===== src/rtl/instr_feeder_pkg.sv =====
// Shared types and constants for the instruction sequence feeder.
// Holds the FSM state encoding, RISC-V opcode constants and the idle bus word.
package instr_feeder_pkg;

  typedef enum logic [1:0] {
    IDLE  = 2'd0,
    ISSUE = 2'd1,
    GAP   = 2'd2,
    DONE  = 2'd3
  } feeder_state_e;

  localparam logic [6:0]  I_TYPE_OP = 7'b0010011;
  localparam logic [6:0]  R_TYPE_OP = 7'b0110011;
  localparam logic [31:0] ZERO_WORD = 32'h0000_0000;

  // Opcode field of a 32-bit RISC-V instruction word.
  function automatic logic [6:0] opcode_of(input logic [31:0] word);
    return word[6:0];
  endfunction

endpackage


===== src/rtl/feeder_table.sv =====
// Program table: DEPTH entries of {instruction, repeat, gap}.
// One synchronous write port and one combinational read port; contents are never reset.
module feeder_table
  import instr_feeder_pkg::*;
#(
  parameter int unsigned DEPTH = 16,
  parameter int unsigned XLEN  = 32,
  parameter int unsigned CNT_W = 8
) (
  input  logic                     clk_i,
  input  logic                     we_i,
  input  logic [$clog2(DEPTH)-1:0] waddr_i,
  input  logic [XLEN-1:0]          winstr_i,
  input  logic [CNT_W-1:0]         wrep_i,
  input  logic [CNT_W-1:0]         wgap_i,
  input  logic [$clog2(DEPTH)-1:0] raddr_i,
  output logic [XLEN-1:0]          rinstr_o,
  output logic [CNT_W-1:0]         rrep_o,
  output logic [CNT_W-1:0]         rgap_o
);

  logic [XLEN-1:0]  instr_mem [DEPTH];
  logic [CNT_W-1:0] rep_mem   [DEPTH];
  logic [CNT_W-1:0] gap_mem   [DEPTH];

  always_ff @(posedge clk_i) begin
    if (we_i) begin
      instr_mem[waddr_i] <= winstr_i;
      rep_mem[waddr_i]   <= wrep_i;
      gap_mem[waddr_i]   <= wgap_i;
    end
  end

  assign rinstr_o = instr_mem[raddr_i];
  assign rrep_o   = rep_mem[raddr_i];
  assign rgap_o   = gap_mem[raddr_i];

endmodule


===== src/rtl/instr_seq_feeder.sv =====
// Replays a small programmed instruction table to a CPU: each entry is issued
// rep times (consumed only when not stalled), followed by gap idle cycles.
module instr_seq_feeder
  import instr_feeder_pkg::*;
#(
  parameter int unsigned DEPTH = 16,
  parameter int unsigned XLEN  = 32,
  parameter int unsigned CNT_W = 8
) (
  input  logic                     cpu_clk,
  input  logic                     cpu_rst,
  input  logic                     cfg_we,
  input  logic [$clog2(DEPTH)-1:0] cfg_addr,
  input  logic [XLEN-1:0]          cfg_instr,
  input  logic [CNT_W-1:0]         cfg_rep,
  input  logic [CNT_W-1:0]         cfg_gap,
  input  logic [$clog2(DEPTH):0]   num_entries,
  input  logic                     loop_en,
  input  logic                     start,
  input  logic                     abort,
  input  logic                     stall,
  output logic [XLEN-1:0]          cpu_instruction,
  output logic                     cpu_instruction_RDY_BSY,
  output logic                     busy,
  output logic                     done,
  output logic                     err
);

  localparam int unsigned AW = $clog2(DEPTH);
  localparam int unsigned NW = AW + 1;

  feeder_state_e    state_q, state_d;
  logic [AW-1:0]    ptr_q, ptr_d, rd_addr;
  logic [CNT_W-1:0] rep_cnt_q, rep_cnt_d;
  logic [CNT_W-1:0] gap_cnt_q, gap_cnt_d;
  logic [CNT_W-1:0] cur_gap_q, cur_gap_d;
  logic [XLEN-1:0]  cur_instr_q, cur_instr_d;
  logic [NW-1:0]    num_q, num_d;
  logic             loop_q, loop_d;
  logic             err_q, err_d;
  logic [XLEN-1:0]  instr_out_q, instr_out_d;
  logic             rdy_q, rdy_d;
  logic             busy_q, busy_d;
  logic             done_q, done_d;

  logic             tbl_we;
  logic [XLEN-1:0]  tbl_instr, ent_instr;
  logic [CNT_W-1:0] tbl_rep, tbl_gap, ent_rep, ent_gap, rep_load;
  logic             last_entry, num_ok, advance;

  assign tbl_we = cfg_we && (state_q == IDLE);

  feeder_table #(
    .DEPTH (DEPTH),
    .XLEN  (XLEN),
    .CNT_W (CNT_W)
  ) u_table (
    .clk_i    (cpu_clk),
    .we_i     (tbl_we),
    .waddr_i  (cfg_addr),
    .winstr_i (cfg_instr),
    .wrep_i   (cfg_rep),
    .wgap_i   (cfg_gap),
    .raddr_i  (rd_addr),
    .rinstr_o (tbl_instr),
    .rrep_o   (tbl_rep),
    .rgap_o   (tbl_gap)
  );

  assign last_entry = (ptr_q == AW'(num_q - NW'(1)));
  assign num_ok     = (num_entries != '0) && (num_entries <= NW'(DEPTH));

  // The read port always looks at the entry to be loaded next: entry 0 from IDLE, else ptr+1 with wrap.
  always_comb begin
    rd_addr = ptr_q + AW'(1);
    if (state_q == IDLE || last_entry) rd_addr = '0;
  end

  // A write in the start cycle is forwarded so the run sees the updated entry.
  always_comb begin
    ent_instr = tbl_instr;
    ent_rep   = tbl_rep;
    ent_gap   = tbl_gap;
    if (tbl_we && (cfg_addr == rd_addr)) begin
      ent_instr = cfg_instr;
      ent_rep   = cfg_rep;
      ent_gap   = cfg_gap;
    end
  end

  assign rep_load = (ent_rep == '0) ? CNT_W'(1) : ent_rep;

  always_ff @(posedge cpu_clk) begin
    if (cpu_rst) begin
      state_q     <= IDLE;
      ptr_q       <= '0;
      rep_cnt_q   <= '0;
      gap_cnt_q   <= '0;
      cur_gap_q   <= '0;
      cur_instr_q <= '0;
      num_q       <= '0;
      loop_q      <= 1'b0;
      err_q       <= 1'b0;
      instr_out_q <= '0;
      rdy_q       <= 1'b0;
      busy_q      <= 1'b0;
      done_q      <= 1'b0;
    end else begin
      state_q     <= state_d;
      ptr_q       <= ptr_d;
      rep_cnt_q   <= rep_cnt_d;
      gap_cnt_q   <= gap_cnt_d;
      cur_gap_q   <= cur_gap_d;
      cur_instr_q <= cur_instr_d;
      num_q       <= num_d;
      loop_q      <= loop_d;
      err_q       <= err_d;
      instr_out_q <= instr_out_d;
      rdy_q       <= rdy_d;
      busy_q      <= busy_d;
      done_q      <= done_d;
    end
  end

  // Next-state and counter update; abort wins over stall and advance.
  always_comb begin
    state_d     = state_q;
    ptr_d       = ptr_q;
    rep_cnt_d   = rep_cnt_q;
    gap_cnt_d   = gap_cnt_q;
    cur_gap_d   = cur_gap_q;
    cur_instr_d = cur_instr_q;
    num_d       = num_q;
    loop_d      = loop_q;
    err_d       = err_q;
    advance     = 1'b0;

    case (state_q)
      IDLE: begin
        if (start) begin
          if (num_ok) begin
            num_d       = num_entries;
            loop_d      = loop_en;
            err_d       = 1'b0;
            ptr_d       = '0;
            rep_cnt_d   = rep_load;
            cur_gap_d   = ent_gap;
            cur_instr_d = ent_instr;
            state_d     = ISSUE;
          end else begin
            err_d = 1'b1;
          end
        end
      end
      ISSUE: begin
        if (abort) begin
          state_d = IDLE;
        end else if (!stall) begin
          if (rep_cnt_q > CNT_W'(1)) begin
            rep_cnt_d = rep_cnt_q - CNT_W'(1);
          end else begin
            rep_cnt_d = '0;
            if (cur_gap_q != '0) begin
              gap_cnt_d = cur_gap_q;
              state_d   = GAP;
            end else begin
              advance = 1'b1;
            end
          end
        end
      end
      GAP: begin
        if (abort) begin
          state_d = IDLE;
        end else begin
          if (gap_cnt_q != '0) gap_cnt_d = gap_cnt_q - CNT_W'(1);
          if (gap_cnt_q <= CNT_W'(1)) advance = 1'b1;
        end
      end
      DONE: begin
        state_d = IDLE;
      end
      default: begin
        state_d = IDLE;
      end
    endcase

    if (advance) begin
      if (last_entry && !loop_q) begin
        state_d = DONE;
      end else begin
        ptr_d       = rd_addr;
        rep_cnt_d   = rep_load;
        cur_gap_d   = ent_gap;
        cur_instr_d = ent_instr;
        state_d     = ISSUE;
      end
    end
  end

  // Output decode of the next state, captured in registers.
  always_comb begin
    rdy_d       = (state_d == ISSUE);
    instr_out_d = rdy_d ? cur_instr_d : XLEN'(ZERO_WORD);
    busy_d      = (state_d != IDLE);
    done_d      = (state_d == DONE);
  end

  assign cpu_instruction         = instr_out_q;
  assign cpu_instruction_RDY_BSY = rdy_q;
  assign busy                    = busy_q;
  assign done                    = done_q;
  assign err                     = err_q;

endmodule


===== config.mk =====
export PLATFORM = sky130hd
export DESIGN_NAME = instr_seq_feeder
export DESIGN_NICKNAME = d
export VERILOG_FILES = /design/src/rtl/instr_feeder_pkg.sv /design/src/rtl/feeder_table.sv /design/src/rtl/instr_seq_feeder.sv
export SDC_FILE = /design/constraint.sdc
export NUM_CORES = 1
export LEC_CHECK = 0
export CAP_MARGIN = 5
export CELL_PAD_IN_SITES_DETAIL_PLACEMENT = 1
export CELL_PAD_IN_SITES_GLOBAL_PLACEMENT = 2
export CORE_MARGIN = 2
export CORE_UTILIZATION = 41
export DETAILED_ROUTE_END_ITERATION = 8
export GPL_TIMING_DRIVEN = 0
export PLACE_DENSITY = 0.75
export SETUP_SLACK_MARGIN = 0.02
export SYNTH_ARGS = -nofsm -noshare
export SYNTH_HDL_FRONTEND = slang
export SYNTH_SLANG_ARGS = --single-unit

===== constraint.sdc =====
create_clock -name cpu_clk -period 5.4 [get_ports cpu_clk]
set_input_delay 1.08 -clock cpu_clk [delete_from_list [all_inputs] [get_ports cpu_clk]]
set_output_delay 1.08 -clock cpu_clk [all_outputs]
set_load 0.005 [all_outputs]

**Word level (Yosys, flattened, before mapping)**

Memories as Yosys holds them, arrays and structs flattened.
Index checks and enable logic that the tools add are counted.

- Input bits: 64
- RAM bits: 768
- Flip-flop bits (word level): 103
- Output and inout bits: 36
- Word-level logic and storage cells: 109
- Memories: 3

Memory list:

| name | words | width | rd ports | clocked after memory_dff | wr ports | line | RTL |
|---|---|---|---|---|---|---|---|
| u_table.instr_mem | 16 | 32 | 1 | 0 | 1 | feeder_table.sv:22 | `logic [XLEN-1:0] instr_mem [DEPTH];` |
| u_table.gap_mem | 16 | 8 | 1 | 0 | 1 | feeder_table.sv:24 | `logic [CNT_W-1:0] gap_mem [DEPTH];` |
| u_table.rep_mem | 16 | 8 | 1 | 0 | 1 | feeder_table.sv:23 | `logic [CNT_W-1:0] rep_mem [DEPTH];` |

- Add/subtract/negate cells: 4
- Equality and inequality tests: 13
- Bitwise operators: 1
- Reduce and logical (&&, ||, !) cells: 17
- Order comparisons: 3
- Muxes and demuxes: 55

Operators with widths:

| kind | count |
|---|---|
| $mux W32 | 6 |
| $mux W8 | 21 |
| $pmux W8 S2 | 2 |
| $mux W4 | 6 |
| $mux W2 | 9 |
| $reduce_bool A8 Y1 | 2 |
| $sub A8 B1 Y8 const B | 2 |
| $ne A2 B2 Y1 const B | 6 |
| $mux W1 | 9 |
| $eq A4 B4 Y1 | 2 |
| $gt A8 B1 Y1 const B | 1 |
| $le A8 B1 Y1 const B | 1 |
| $logic_not A8 Y1 | 1 |
| $pmux W2 S4 | 1 |
| $reduce_and A7 Y1 | 1 |
| $eq A2 B2 Y1 const B | 3 |
| $le A5 B5 Y1 const B | 1 |
| $reduce_bool A5 Y1 | 1 |
| $add A4 B1 Y4 const B | 1 |
| $eq A2 B1 Y1 const B | 2 |
| $logic_and A1 B1 Y1 | 4 |
| $reduce_bool A2 Y1 | 2 |
| $sub A4 B1 Y4 const B | 1 |
| $reduce_and A3 Y1 | 1 |
| other kinds (7) | 7 |

**Longest topological paths before layout**

- Depth after elaboration: 14
- Depth in mapped cells: 13
- Depth with buffers taken out: 10

**Modules after synthesis**

A second synthesis with hierarchy kept.

- Cell total of the unflattened synthesis: 1763
- Area, all modules: 33782.4 sq um

By module, submodules not included:

| module | instances | area an instance (sq um) | cells each | sequential area each (sq um) |
|---|---|---|---|---|
| feeder_table | 1 | 28730.1 | 1194 | 23062.1 |
| instr_seq_feeder | 1 | 5052.3 | 569 | 2062.0 |

**Least setup slack after synthesis**

Ideal clock, no wire load.

- Kind: reg2reg
- From: reg state_q[1]
- To: mem u_table.gap_mem[3][0] (enable)
- Cell stages (with the launch flop): 8
- Buffers on the path: 3
- Period minus slack after synthesis: 5.294 ns
- Path slack: 0.106 ns
- Data arrival time: 4.780 ns
- Library setup time: 0.513 ns
- Required time: 4.887 ns
- Path through: dfxtp_1 -> inv_1 -> ha_1 -> buf_2 -> clkbuf_1 -> clkbuf_1 -> nand4_1 -> nor3_1

- Word-level cells in the longest chain between the ends: 4

Ends and longest elaborated chain:

| what | line | RTL |
|---|---|---|
| start: declaration | instr_seq_feeder.sv:32 | `feeder_state_e state_q, state_d;` |
| start signal: assignment | instr_seq_feeder.sv:109 | `state_q <= state_d;` |
| $logic_not A2 Y1 | instr_seq_feeder.sv:51 | `assign tbl_we = cfg_we && (state_q == IDLE);` |
| $logic_and A1 B1 Y1 | instr_seq_feeder.sv:51 |  |
| $mux W1 | feeder_table.sv:27 | `if (we_i) begin` |
| $mux W1 (implied by the code) | feeder_table.sv:30 | `gap_mem[waddr_i] <= wgap_i;` |
| end: declaration | feeder_table.sv:24 |  |

Every way passes these cells.

**Final worst setup path**

- From: in cfg_addr[0]
- To: reg rep_cnt_q[0]

- Word-level cells in the longest chain between the ends: 10

Ends and longest elaborated chain:

| what | line | RTL |
|---|---|---|
| start: declaration | instr_seq_feeder.sv:13 | `input logic [$clog2(DEPTH)-1:0] cfg_addr,` |
| $eq A4 B4 Y1 (*) | instr_seq_feeder.sv:84 | `if (tbl_we && (cfg_addr == rd_addr)) begin` |
| $logic_and A1 B1 Y1 (*) | instr_seq_feeder.sv:84 |  |
| $mux W8 (*) | instr_seq_feeder.sv:84 |  |
| $logic_not A8 Y1 | instr_seq_feeder.sv:91 | `assign rep_load = (ent_rep == '0) ? CNT_W'(1) : ent_rep;` |
| $mux W8 (*) | instr_seq_feeder.sv:91 |  |
| $mux W8 | instr_seq_feeder.sv:141 | `if (num_ok) begin` |
| $mux W8 | instr_seq_feeder.sv:140 | `if (start) begin` |
| $pmux W8 S2 | instr_seq_feeder.sv:138 | `case (state_q)` |
| $mux W8 | instr_seq_feeder.sv:189 | `if (last_entry && !loop_q) begin` |
| $mux W8 (*) | instr_seq_feeder.sv:188 | `if (advance) begin` |
| end signal: assignment | instr_seq_feeder.sv:111 | `rep_cnt_q <= rep_cnt_d;` |
| end: declaration | instr_seq_feeder.sv:34 | `logic [CNT_W-1:0] rep_cnt_q, rep_cnt_d;` |

Mark *: on every way between the ends. The rest lies on a longest branch, timed or not.
A chain may end at the register's enable or synchronous reset.

==> metrics.yaml <==
drt-total-wl_um: 108000
grt_pass1_vias: 22900
vias: 21800
rows: 106
postPlaceCellArea_sq_um: 38000
gp_congestion: 0.806
die_h_um: 295
initial_core_util_pct: 41.5
required_ns: 5.93
max_cap_viol_count: 0
die-area_sq_um: 87000
finalCritPeriodShare_pct: 88.8
drt-pass1-iter-count: 6
synth_top_area_share_pct: 66.4
startpoint: "cfg_addr[0]"
drive_above_1_share_pct: 12.8
drt_iter0_markers: 2098
status: "completed"
synth-main-ff-cell: "edfxtp_1"
clock_skew_ns: 0.0228
htreeDepth: 3
ff2ff_setup_slack_ns: 0.69
io_pins: 100
yosys_warnings: 0
finalHoldViolCount: 0
fin_area_sq_um: 41100
die_x_um: 295
max_freq_ghz: 0.209
portBuffers: 98
clock_latency_ns: 0.66
yosysMostFrequentCell: "edfxtp_1"
netlist_instances: 2237
post_cts_buffers: 0
hold_class: "flip-flop to flip-flop"
critical_path.endpoint_type: "flip-flop"
cts_root_buffer: "clkbuf_16"
grt.total_usage_pct: 24.9
min_period_ns: 4.79
worstSetupStartpointType: "input pin"
rsz0062_at_grt: "no"
synth_edf_count: 768
drt-wirelength-per-cell_um: 29.3
worst_pin_slew_ns: 1.29
yosys-top-cells-count: "edfxtp_1 (768), mux2i_1 (284), nor2_1 (129)"
ant_nets: 0
slew_headroom_pct: 13.5
rr_worst_depth: 10
cts_made_buffers: 92
synth_seq_area_share_pct: 72.4
postCtsHoldBufs: 0
fin_ws_ns: 0.607
synthTopCellsByArea: "edfxtp_1 (66%), mux2i_1 (8.2%), dfxtp_1 (5.9%)"
r2r_start: "state_q[1]$_SDFF_PP0_"
ys_ff_latch: 871
area_growth_pct: 18.3
clk_path_buf_depth: 3
synth_cell_type_count: 85
antenna_found_initial: 9
dp_hpwl_um: 71500
ir_worst_vdd_mv: 0.274
p_leak_nw: 13.6
critPathArrivalTime_ns: 5.33
clkTransAtPathRegs_ns: 0.06
grt.overflow.total: 0
route.detailed.vias_per_inst: 5.91
grt_max_degree: 55
drc: 0
core_sq_um: 83700
syn_nets: 2310
crit_end: "rep_cnt_q[0]$_SDFF_PP0_"
finalPower_w: 0.0149
drv_slew: 0
tritoncts: "done"
power_density_nw_per_um2: 363
dp_slack_ns: 0.0360
rr_endpoint: "u_table.instr_mem[3][19]$_DFFE_PP_"
path_max_fanout: 10
clock-sinks: 871
netlist_area_sq_um: 34700
fillers: 8050
fin_nets: 2545
synth.avg_cell_area_sq_um: 15.5
finalSetupViolations: 0
grt_pass1_wl_um: 157000
path_class: "input pin to flip-flop"
cts_resized: 0
synth_largest_area_cell: "edfxtp_1"
synthArstFlopShare_pct: 0
-- sequential cells by signal, indices dropped and copies added (netlist names), 2 cells and up --
name and flops:
cur_gap_q 8, gap_cnt_q 8, num_q 4, state_q 2, u_table.gap_mem 128, rep_cnt_q 8, cur_instr_q 32, u_table.instr_mem 512
cpu_instruction 32, u_table.rep_mem 128, ptr_q 4
-- worst min path at each step --
stage | from | end | slack (ns) | cells after the start
finish | loop_q$_SDFFE_PP0P_ | loop_q$_SDFFE_PP0P_ | 0.50 | 2
global route | loop_q$_SDFFE_PP0P_ | loop_q$_SDFFE_PP0P_ | 0.53 | 2
CTS | loop_q$_SDFFE_PP0P_ | loop_q$_SDFFE_PP0P_ | 0.50 | 2
detailed placement | loop_q$_SDFFE_PP0P_ | loop_q$_SDFFE_PP0P_ | 0.49 | 2
global placement | loop_q$_SDFFE_PP0P_ | loop_q$_SDFFE_PP0P_ | 0.46 | 2
floorplan | loop_q$_SDFFE_PP0P_ | loop_q$_SDFFE_PP0P_ | 0.44 | 2
-- layout by cell type, fill, tap and decap left out, types with 12 or more instances in the layout --
cell	count
and3_1	20
o211ai_1	67
buf_2	59
nand2_1	105
clkinv_2	14
inv_1	18
a31o_1	23
mux2i_1	284
o22ai_1	12
o221ai_1	87
edfxtp_1	768
clkbuf_16	93
clkbuf_1	88
buf_4	18
a22oi_1	41
buf_6	17
clkdlybuf4s50_1	98
bufinv_16	12
nand3_1	52
nor2_4	13
dfxtp_1	103
a211oi_1	32
nor2_1	117
a31oi_1	20
o21ai_0	56
or3_1	38
nor3_1	18
buf_12	21
a21oi_1	49
clkinv_1	12
-- per-stage QoR --
step | std cells | utilization [%] | setup TNS, ns | hold WS, ns
final | 3685 | 49.1 | 0 | 0.497
after global routing | 3684 | 49.1 | 0 | 0.529
after CTS | 3684 | 49.1 | 0 | 0.497
after detailed placement | 3512 | 45.4 | 0 | 0.487
after global placement | 3469 | 44.3 | -2158.27 | 0.459
after floorplan | 2237 | - | 0 | 0.436
-- kinds of logic (layout without fill, tap and decap cells) --
family / Yosys count / after routing / share of synthesized area, %
and+or+nand+nor: 410 / 410 / 5.57
adders and majority gates: 9 / 9 / 0.324
xor gates and xnor gates: 11 / 11 / 0.469
buffers and inverters: 170 / 483 / 2.32
other: 0 / 1 / 0
AOI/OAI and AO/OA: 471 / 471 / 10.1
DFF: 871 / 871 / 72.4
muxes: 295 / 295 / 8.81
-- report_power, final --
group	switching, W	internal, W
logic	0.000595	0.000309
clock network	0.00264	0.00389
registers	0.0000421	0.00745
total	0.00328	0.0116
-- final cells by class --
cell class	count	area, sq um	share of cell area [%]
antenna	1	2.50	0.00609
clock inverter	44	547	1.33
sequential	871	25100	61.2
tap	1134	1420	3.45
multi-input combinational	1196	8890	21.6
buffer	148	723	1.76
inverter	22	87.6	0.213
timing repair buffer	141	1730	4.20
clock buffer	128	2560	6.23
-- per-layer routing --
layer | vias up | track usage [%] | wire length [um]
met5 | - | 0 | 60
met4 | 10 | 8.70 | 3390
met3 | 200 | 4.15 | 7390
met2 | 865 | 41.1 | 51700
met1 | 11300 | 33.3 | 45500
li1 | 9367 | - | -
-- worst max-delay path: stages --
cell and delay [ns]:
clkdlybuf4s50_1 0.67, nor2_1 0.11, nand3_1 0.32, or3_1 0.45, clkbuf_1 0.98, clkbuf_1 0.62
nor2_1 0.09, a311oi_1 0.71, nand4b_1 0.22, o31ai_2 0.07
Power figures use the tool's default switching activity.
